--- src/rtl/div_pkg.sv ---
// div_pkg -- shared definitions for the divide execution block and the
// instruction memory stage that feeds it.
//   OP_*    : 3-bit opcode constants carried on func
//   state_t : execution FSM state (IDLE accepts instructions, RUN divides)
package div_pkg;

  localparam logic [2:0] OP_CLR = 3'd0;
  localparam logic [2:0] OP_LD1 = 3'd1;
  localparam logic [2:0] OP_LD2 = 3'd2;
  localparam logic [2:0] OP_LD3 = 3'd3;
  localparam logic [2:0] OP_DIV = 3'd4;
  localparam logic [2:0] OP_RES = 3'd5;
  localparam logic [2:0] OP_DIS = 3'd6;
  localparam logic [2:0] OP_NOP = 3'd7;

  typedef enum logic {
    IDLE = 1'b0,
    RUN  = 1'b1
  } state_t;

endpackage

--- src/rtl/div_seq.sv ---
// div_seq -- repeated-subtraction divider datapath.
//   clk, rst         : clock, async active-high reset
//   clr              : zero quo/rem
//   start            : rem <= dividend, quo <= 0 (begin a divide)
//   zload            : quo <= all-ones, rem <= dividend (divide-by-zero result)
//   step             : rem <= rem - divisor, quo <= quo + 1
//   dividend/divisor : operand registers from the decode stage
//   quo, rem         : running quotient / remainder
//   ge               : rem >= divisor (another subtraction is due)
module div_seq #(
  parameter int W = 4
) (
  input  logic         clk,
  input  logic         rst,
  input  logic         clr,
  input  logic         start,
  input  logic         zload,
  input  logic         step,
  input  logic [W-1:0] dividend,
  input  logic [W-1:0] divisor,
  output logic [W-1:0] quo,
  output logic [W-1:0] rem,
  output logic         ge
);

  localparam logic [W-1:0] ONE = W'(1);

  logic [W-1:0] quo_q, quo_d;
  logic [W-1:0] rem_q, rem_d;

  // Controls are mutually exclusive by construction in the decoder;
  // the priority order here only makes that explicit.
  always_comb begin
    quo_d = quo_q;
    rem_d = rem_q;
    if (clr) begin
      quo_d = '0;
      rem_d = '0;
    end else if (start) begin
      quo_d = '0;
      rem_d = dividend;
    end else if (zload) begin
      quo_d = '1;
      rem_d = dividend;
    end else if (step) begin
      quo_d = quo_q + ONE;
      rem_d = rem_q - divisor;
    end
  end

  always_ff @(posedge clk or posedge rst) begin
    if (rst) begin
      quo_q <= '0;
      rem_q <= '0;
    end else begin
      quo_q <= quo_d;
      rem_q <= rem_d;
    end
  end

  assign quo = quo_q;
  assign rem = rem_q;
  assign ge  = (rem_q >= divisor);

endmodule

--- src/rtl/div_exec.sv ---
// div_exec -- instruction decode, operand/result registers and handshake
// around the div_seq repeated-subtraction divider.
//   clk, rst          : clock, async active-high reset
//   func, value       : opcode and immediate operand
//   instr_valid/ready : accept handshake; ready only in IDLE
//   result_q/result_r : quotient/remainder latched by RES
//   disp, disp_strobe : display register and its one-cycle update pulse
//   div_err           : sticky divide-by-zero flag (DIV_ZERO_ERR_EN only)
// Build option: define DIV_ZERO_ERR_EN to flag divide-by-zero instead of
// producing the all-ones quotient.
module div_exec
  import div_pkg::*;
#(
  parameter int W = 4
) (
  input  logic         clk,
  input  logic         rst,
  input  logic [2:0]   func,
  input  logic [W-1:0] value,
  input  logic         instr_valid,
  output logic         instr_ready,
  output logic [W-1:0] result_q,
  output logic [W-1:0] result_r,
  output logic [W-1:0] disp,
  output logic         disp_strobe
`ifdef DIV_ZERO_ERR_EN
  ,
  output logic         div_err
`endif
);

  state_t       state_q, state_d;
  logic [W-1:0] r1_q, r1_d, r2_q, r2_d;
  logic         sel_q, sel_d;
  logic [W-1:0] rq_q, rq_d, rr_q, rr_d;
  logic [W-1:0] disp_q, disp_d;
  logic         strobe_q, strobe_d;
`ifdef DIV_ZERO_ERR_EN
  logic         err_q, err_d;
`endif

  logic         seq_clr, seq_start, seq_zload, seq_step, seq_ge;
  logic [W-1:0] quo, rem;

  always_comb begin
    state_d   = state_q;
    r1_d      = r1_q;
    r2_d      = r2_q;
    sel_d     = sel_q;
    rq_d      = rq_q;
    rr_d      = rr_q;
    disp_d    = disp_q;
    strobe_d  = 1'b0;
    seq_clr   = 1'b0;
    seq_start = 1'b0;
    seq_zload = 1'b0;
`ifdef DIV_ZERO_ERR_EN
    err_d     = err_q;
`endif
    case (state_q)
      IDLE: begin
        if (instr_valid) begin
          case (func)
            OP_CLR: begin
              r1_d    = '0;
              r2_d    = '0;
              sel_d   = 1'b0;
              rq_d    = '0;
              rr_d    = '0;
              seq_clr = 1'b1;
`ifdef DIV_ZERO_ERR_EN
              err_d   = 1'b0;
`endif
            end
            OP_LD1: r1_d  = value;
            OP_LD2: r2_d  = value;
            OP_LD3: sel_d = value[0];
            OP_DIV: begin
              if (r2_q != '0) begin
                seq_start = 1'b1;
                state_d   = RUN;
              end else begin
`ifdef DIV_ZERO_ERR_EN
                err_d     = 1'b1;
`else
                seq_zload = 1'b1;
`endif
              end
            end
            OP_RES: begin
              rq_d = quo;
              rr_d = rem;
            end
            OP_DIS: begin
              disp_d   = sel_q ? rr_q : rq_q;
              strobe_d = 1'b1;
            end
            default: ;
          endcase
        end
      end
      RUN: begin
        // Final RUN cycle is the one where no subtraction fits.
        if (!seq_ge) state_d = IDLE;
      end
      default: state_d = IDLE;
    endcase
  end

  assign seq_step = (state_q == RUN) && seq_ge;

  always_ff @(posedge clk or posedge rst) begin
    if (rst) begin
      state_q  <= IDLE;
      r1_q     <= '0;
      r2_q     <= '0;
      sel_q    <= 1'b0;
      rq_q     <= '0;
      rr_q     <= '0;
      disp_q   <= '0;
      strobe_q <= 1'b0;
`ifdef DIV_ZERO_ERR_EN
      err_q    <= 1'b0;
`endif
    end else begin
      state_q  <= state_d;
      r1_q     <= r1_d;
      r2_q     <= r2_d;
      sel_q    <= sel_d;
      rq_q     <= rq_d;
      rr_q     <= rr_d;
      disp_q   <= disp_d;
      strobe_q <= strobe_d;
`ifdef DIV_ZERO_ERR_EN
      err_q    <= err_d;
`endif
    end
  end

  div_seq #(.W(W)) u_seq (
    .clk      (clk),
    .rst      (rst),
    .clr      (seq_clr),
    .start    (seq_start),
    .zload    (seq_zload),
    .step     (seq_step),
    .dividend (r1_q),
    .divisor  (r2_q),
    .quo      (quo),
    .rem      (rem),
    .ge       (seq_ge)
  );

  assign instr_ready = (state_q == IDLE);
  assign result_q    = rq_q;
  assign result_r    = rr_q;
  assign disp        = disp_q;
  assign disp_strobe = strobe_q;
`ifdef DIV_ZERO_ERR_EN
  assign div_err     = err_q;
`endif

endmodule

--- config.mk ---
export PLATFORM = sky130hd
export DESIGN_NAME = div_exec
export DESIGN_NICKNAME = d
export VERILOG_FILES = /design/src/rtl/div_pkg.sv /design/src/rtl/div_seq.sv /design/src/rtl/div_exec.sv
export SDC_FILE = /design/constraint.sdc
export NUM_CORES = 1
export LEC_CHECK = 0
export ABC_AREA = 1
export BUFFER_PORTS_ARGS = -buffer_cell sky130_fd_sc_hd__buf_2
export CAP_MARGIN = 20
export CORE_ASPECT_RATIO = 0.9
export CORE_UTILIZATION = 51
export CTS_BUF_LIST = sky130_fd_sc_hd__clkbuf_16
export CTS_CLUSTER_SIZE = 10
export DETAILED_ROUTE_END_ITERATION = 6
export PLACE_DENSITY_LB_ADDON = 0.25
export SLEW_MARGIN = 40
export SYNTH_ARGS = -nofsm -noshare
export SYNTH_HDL_FRONTEND = slang
export SYNTH_HIERARCHICAL = 1
export SYNTH_SLANG_ARGS = --single-unit
--- constraint.sdc ---
create_clock -name clk -period 1.96 [get_ports clk]
set_input_delay 0.196 -clock clk [delete_from_list [all_inputs] [get_ports clk]]
set_output_delay 0.196 -clock clk [all_outputs]
set_load 0.02 [all_outputs]
* Word-level counts from Yosys, hierarchy flattened
Cells that the tools add are included.
** Cells by class
- Add/sub/neg operators :: 2
- Multipliers :: 0
- Divide/modulo/power cells :: 0
- $lt $le $gt $ge :: 1
- Equal/unequal tests :: 6
- Shift-type cells :: 0
- Muxes and demuxes :: 30
- Bitwise logic cells :: 1
- Reductions and logical operators :: 13
** Operators with widths (number)
- 2-to-1 mux 4 bit :: 9
- case mux 4 bit (2 select lines) :: 4
- 2-to-1 mux 1 bit :: 15
- AND reduction 3 bit :: 5
- equality test 3 bit, second input constant :: 3
- nonzero test 2 bit :: 4
- nonzero test 4 bit :: 2
- equality test 3 x 2 -> 1 bit, second input constant :: 2
- adder 4 x 1 -> 4 bit, second input constant :: 1
- greater-or-equal comparator 4 bit :: 1
- case mux 1 bit (2 select lines) :: 2
- subtractor 4 bit :: 1
- equality test 3 x 1 -> 1 bit, second input constant :: 1
- logical NOT 3 bit :: 1
- logical AND 1 bit :: 1
- inverter 1 bit :: 1
** Word-level totals
- Register bits after elaboration :: 31
- Latch bits :: 0
- Memory bits (writable) :: 0
- Memory bits (read-only) :: 0
- Input port bits :: 10
- Output and inout bits :: 14
- Logic and storage cells :: 63
- Memories :: 0

* Depth between registers and ports, before layout
- Depth after elaboration :: 8
- Depth in mapped cells :: 16
- Mapped depth without buffers :: 16

* Cells and area by module
Netlist, hierarchy kept.
** By module, submodules not included
- div_exec :: instances 1, cells each 138, area each 1137.3 µm²
- div_seq :: instances 1, cells each 80, area each 591.8 µm²

* Worst setup path before layout
Ideal clock, no wire load.
- Path kind :: reg2reg
- From :: reg u_seq.rem_q[0], in the netlist u_seq/rem[0]
- To :: reg u_seq.quo_q[1], in the netlist u_seq/quo[1]
- Library setup time :: 0.065 ns
- Arrival time :: 1.825 ns
- Required time :: 1.895 ns
- Slack :: 0.070 ns
- Cell stages (with the launch flop) :: 17
- Path buffers :: 0
- Clock period less this slack :: 1.890 ns
- Path through :: dfrtp_1 inv_1 ha_1 fa_1 inv_1 nand2_1 nand2_1 nor2_1 o21bai_1 nand2_1 inv_1 nor2_1 nand2_4 nand2_4 nor2_2 o21ai_0 nand2_1
** Between the ends
- Longest elaborated chain between the ends :: 3
** Ends and longest elaborated chain
- from (decl) :: line div_seq.sv:29 : logic [W-1:0] rem_q, rem_d;
- from (signal assigned) :: line div_seq.sv:57 : rem_q <= rem_d;
- greater-or-equal comparator 4 bit :: line div_seq.sv:63 : assign ge = (rem_q >= divisor);
- net seq_ge :: line div_exec.sv:42 : logic seq_clr, seq_start, seq_zload, seq_step, seq_ge;
- logical AND 1 bit :: line div_exec.sv:110 : assign seq_step = (state_q == RUN) && seq_ge;
- net seq_step :: line div_exec.sv:42
- nonzero test 4 bit (no line)
- to (signal assigned) :: line div_seq.sv:56 : quo_q <= quo_d;
- to (decl) :: line div_seq.sv:28 : logic [W-1:0] quo_q, quo_d;
The timed path passes the listed nets, and every way through them passes these cells.
A chain may end at the register's enable or synchronous reset.

* Final worst setup path
- From :: reg r2_q[0]
- To :: reg u_seq.rem_q[2], in the netlist u_seq/rem[2]
** RTL lines
- from (decl) :: line div_exec.sv:33 : logic [W-1:0] r1_q, r1_d, r2_q, r2_d;
- from (signal assigned) :: line div_exec.sv:128 : r2_q <= r2_d;
- greater-or-equal comparator 4 bit :: line div_seq.sv:63
- net seq_ge :: line div_exec.sv:42
- logical AND 1 bit :: line div_exec.sv:110
- net seq_step :: line div_exec.sv:42
- nonzero test 4 bit (no line)
The timed path passes the listed nets, and every way through them passes these cells. The select of a mux whose other input is x is not followed.

==> results.md <==
Timing:
- The slew of the pin with the lowest slew margin is approximately 0.39 ns.
- The final number of hold-violating endpoints was 0.
- The post-route clock skew is 0.004665 ns.
- On the final layout, the worst hold slack is 0.1651 ns.
- The total count of max-transition violations in the final report is 0.
- The final clock period utilization by the worst path is 101.3%.
- Setup repair after global routing could not meet its margin everywhere.
- The final period demand of the worst path is 1.986 ns.
- The relative slew slack is 73.73%.
- The maximum clock frequency is roughly 0.50 GHz.
- Once routing completed, OpenROAD measured the worst setup slack at -0.02600 ns.
- Setup violations remaining at the end of the flow were counted as 4.

Floorplanning:
- The core region is 0.003138 sq mm.
- The I/O pin count is 24.
- The floorplan step defined a die boundary enclosing 0.003628 sq mm.
- Once the floorplan was initialized, standard cells occupied a little under three fifths of the core.
- The die span in y is 57.24 um.
- The number of core rows is 19.
- From left edge to right edge, the die measures 63.38 um.

Synthesis:
- Each instance of the synthesized netlist takes up on average 7.932 sq um.
- The post-synthesis cell type with the largest combined area is sky130_fd_sc_hd__dfrtp_1.
- Ranked by total cell area, the synthesized netlist is headed by sky130_fd_sc_hd__dfrtp_1 (45%), sky130_fd_sc_hd__nand2_1 (16%), sky130_fd_sc_hd__nand3_1 (5.5%), sky130_fd_sc_hd__inv_1 (5.2%), sky130_fd_sc_hd__o21ai_0 (4.1%).
- The cell count after synthesis is 218.
- The mapped cell area is 0.001729 sq mm.
- During synthesis, Yosys emitted a total of 6 warnings.
- Sequential cells were found to cover approximately 45% of the synthesized design area.
- The number of nets in the synthesized netlist is between 200 and 250.
- Yosys mapped the design onto 25 distinct sky130hd cell types.
- The proportion of netlist area held by the largest area contributor is 44.86%.
- The number of storage elements in the synthesis netlist is 31.

Place:
- Including well taps, the total number of placed cells is 283.
- The detailed placement HPWL is 2663 um.
- At the end of routability-driven placement, the weighted congestion stood at 0.8557.
- The number of port buffers is 23.

Worst setup path:
- The required time at the endpoint of the critical path is about 2.2 ns.
- Among all stages on the critical path, the largest delay is contributed by sky130_fd_sc_hd__dfrtp_1.
- STA classifies the critical path startpoint as a register.
- The class of the most critical setup path is register to register.
- For this run, the slowest stage of the critical path takes roughly 0.41 ns.
- STA classifies the critical path endpoint as a register.
- Data arrives at the worst endpoint at 2.19 ns.
- Traced cell by cell, the critical path runs through ha_4 > fa_2 > inv_2 > nand2_2 > nand2_1 > nor2_1 > o21bai_1 > nand2_1 > inv_1 > nor2_2 > nand2_4 > nand2_4 > inv_2 > o21ai_1 > o21ai_1.
- The largest fanout on the critical path is 4.

Finish:
- The area growth from synthesis to layout is 20.69%.
- The total number of nets in the final design is roughly 270.
- The number of standard cells in the final layout excluding fillers is 294.
- The number of antenna diodes in the final layout is 0.
- In the layout the commonest cells are sky130_fd_sc_hd__nand2_1 (74), sky130_fd_sc_hd__dfrtp_1 (31), sky130_fd_sc_hd__buf_2 (23).
- In the final layout, the share of cells above drive strength 1 is 25.40%.
- Leaving out fill and tap cells, the most frequent cell in the layout is sky130_fd_sc_hd__nand2_1.

Drt:
- The number of remaining DRC errors is 0.
- For this block, the initial DRC count from the detailed router was 70.
- For this block, the routed nets add up to 3824 um of wire.
- The average wire per cell in the routed design is 13.01 um.
- The average via count per standard cell is 5.177.
- For this block, the via count after detailed routing is about 1500.
- The number of iterations in the first detailed-routing pass is 4.
- The residual antenna-violating net count after detailed routing is 0.

Global routing:
- The number of global-route vias before repair is 1340.
- The first global-routing pass estimated 6244 um of wire.
- Entering global routing, the biggest net connects 24 pins.
- The initial antenna violation count is 0.
- After global routing the overflow that remains totals 0.
- The overall fraction of global-route tracks in use is 23.28%.

Clock network:
- The clock tree synthesis step divided the H-tree into 2 levels.
- The clock-pin slew reported for the worst setup and hold paths after clock tree synthesis is about 0.05 ns.
- TritonCTS built the clock tree.
- The number of clock buffers added by TritonCTS is 5.
- The clock root buffer is sky130_fd_sc_hd__clkbuf_16.
- The total number of clock tree sinks is 31.
- The clock insertion delay at the later pin of the skew report is about 0.27 ns.
- The largest buffer count on any clock path is 2.

Hold path:
- The min-delay analysis places its worst path in the category primary input to register.

Power:
- Of the total power, the share spent switching nets is 36.98%.
- Power spread over the standard cell area amounts to between 1000 and 1500 mW/mm^2.
- Of the total power, registers draw 38.2%.
- The leakage component of the power is 0.001177 uW.
- Combinational cells account for between 30% and 40% of the total power.
- The power dissipated by switching net loads is 944.4 uW.
- The clock network burns between 20% and 30% of the power.
- Summing internal, switching and leakage power gives 2554 uW.
- IR analysis of the VDD net gives a maximum drop of 0.5400 mV.
- The total internal power is 1610 uW.

Job:
- The max capacitance violation total is 0.

Status:
- The checks that failed: negative setup slack.
- The run finished, with violations left.
## final timing paths
path / from / end / slack, ns / cells after the start
setup reg to reg: r2_q[0] / u_seq/rem[2] / -0.03 / 15
max in group asynchronous: rst / sel_q / 1.19 / 4
hold reg to reg: disp[2] / disp[2] / 0.46 / 2
min in group asynchronous: rst / u_seq/rem[2] / 0.43 / 3
hold / removal: value[3] / r2_q[3] / 0.17 / 3
setup / recovery: r2_q[0] / u_seq/rem[2] / -0.03 / 15
## repair_timing
| action | 4_1_cts | 5_1_grt |
|---|---|---|
| setup buffers | 0 | 2 |
| setup endpoints to repair | 8 | 8 |
| hold buffers | 1 | 0 |
| endpoints found under the hold margin | 31 | 0 |
| pin swaps | 1 | 3 |
| gates resized for setup | 5 | 7 |
## cell families (layout without fill, tap and decap cells)
logic type	Yosys count	in the layout	synth area share [%]
simple gates	127	127	35.82
buf+inv	32	66	7.598
flops	31	31	44.86
compound gates	22	22	6.946
fa+ha+maj	6	6	4.776
## sequential cells by signal (all words and copies together) (netlist names)
name         cells
result_q         4
disp             4
r1_q             4
state_q          1
result_r         4
disp_strobe      1
u_seq/rem        4
r2_q             4
sel_q            1
u_seq/quo        4
## cells in the mapped netlist
library cell / count
sky130_fd_sc_hd__a21boi_0: 1
sky130_fd_sc_hd__a21oi_1: 1
sky130_fd_sc_hd__buf_4: 1
sky130_fd_sc_hd__buf_6: 1
sky130_fd_sc_hd__clkbuf_1: 1
sky130_fd_sc_hd__dfrtp_1: 31
sky130_fd_sc_hd__fa_1: 1
sky130_fd_sc_hd__ha_1: 5
sky130_fd_sc_hd__inv_1: 24
sky130_fd_sc_hd__inv_2: 5
sky130_fd_sc_hd__nand2_1: 75
sky130_fd_sc_hd__nand2_2: 1
sky130_fd_sc_hd__nand2_4: 3
sky130_fd_sc_hd__nand3_1: 19
sky130_fd_sc_hd__nand3_2: 3
sky130_fd_sc_hd__nand4_1: 6
sky130_fd_sc_hd__nor2_1: 11
sky130_fd_sc_hd__nor2_2: 4
sky130_fd_sc_hd__nor2_4: 2
sky130_fd_sc_hd__nor2_8: 2
sky130_fd_sc_hd__o211ai_1: 2
sky130_fd_sc_hd__o21ai_0: 14
sky130_fd_sc_hd__o21ai_1: 3
sky130_fd_sc_hd__o21bai_1: 1
sky130_fd_sc_hd__or2_2: 1
## power groups by stage
| stage | combinational (uW) | sequential, uW | clock (uW) |
|---|---|---|---|
| after global routing | 954 | 1000 | 772 |
| after detailed placement | 782 | 983 | 0 |
| final | 852 | 977 | 726 |
| after CTS | 802 | 974 | 741 |
| after global placement | 771 | 979 | 0 |
| after floorplan | 501 | 1030 | 0 |
## final cells by class
cell class                      count  area (sq um)
Sequential cell                    31         775.7
Fill cell                         283          1051
Clock inverter                      3         15.01
Inverter                           29         108.9
Timing Repair Buffer               29         162.7
Multi-Input combinational cell    155         847.1
Clock buffer                        5         125.1
Tap cell                           42         52.55
## worst max-delay path: cells and delay by family, from the launching register on
kind	cells	cell delay, ns
AO/OA/AOI/OAI	3	0.33
AND/OR/NAND/NOR	7	0.42
adder cells (fa/ha/maj)	2	0.52
flip-flops	1	0.41
buffers and inverters	3	0.22
## per-stage QoR
stage | worst slack (ns) | setup TNS (ns) | utilization [%] | instance area (sq um)
floorplan | 0.06996 | 0 | - | 1729
global placement | -0.02916 | -0.04976 | 60.45 | 1897
detailed placement | -0.06088 | -0.2022 | 60.45 | 1897
CTS | -0.003888 | -0.003888 | 65.47 | 2054
global route | -0.1565 | -1.039 | 66.51 | 2087
finish | -0.02600 | -0.06765 | 66.51 | 2087
## routing by layer
metal | up-vias | part of all wire [%] | track usage (%)
met5 | - | 0 | 0
met4 | 0 | 2.5 | 12.66
met3 | 10 | 4.0 | 5.600
met2 | 40 | 46 | 34.95
met1 | 709 | 48 | 31.21
li1 | 763 | - | -
No activity file was read; power rests on OpenSTA's default activity.
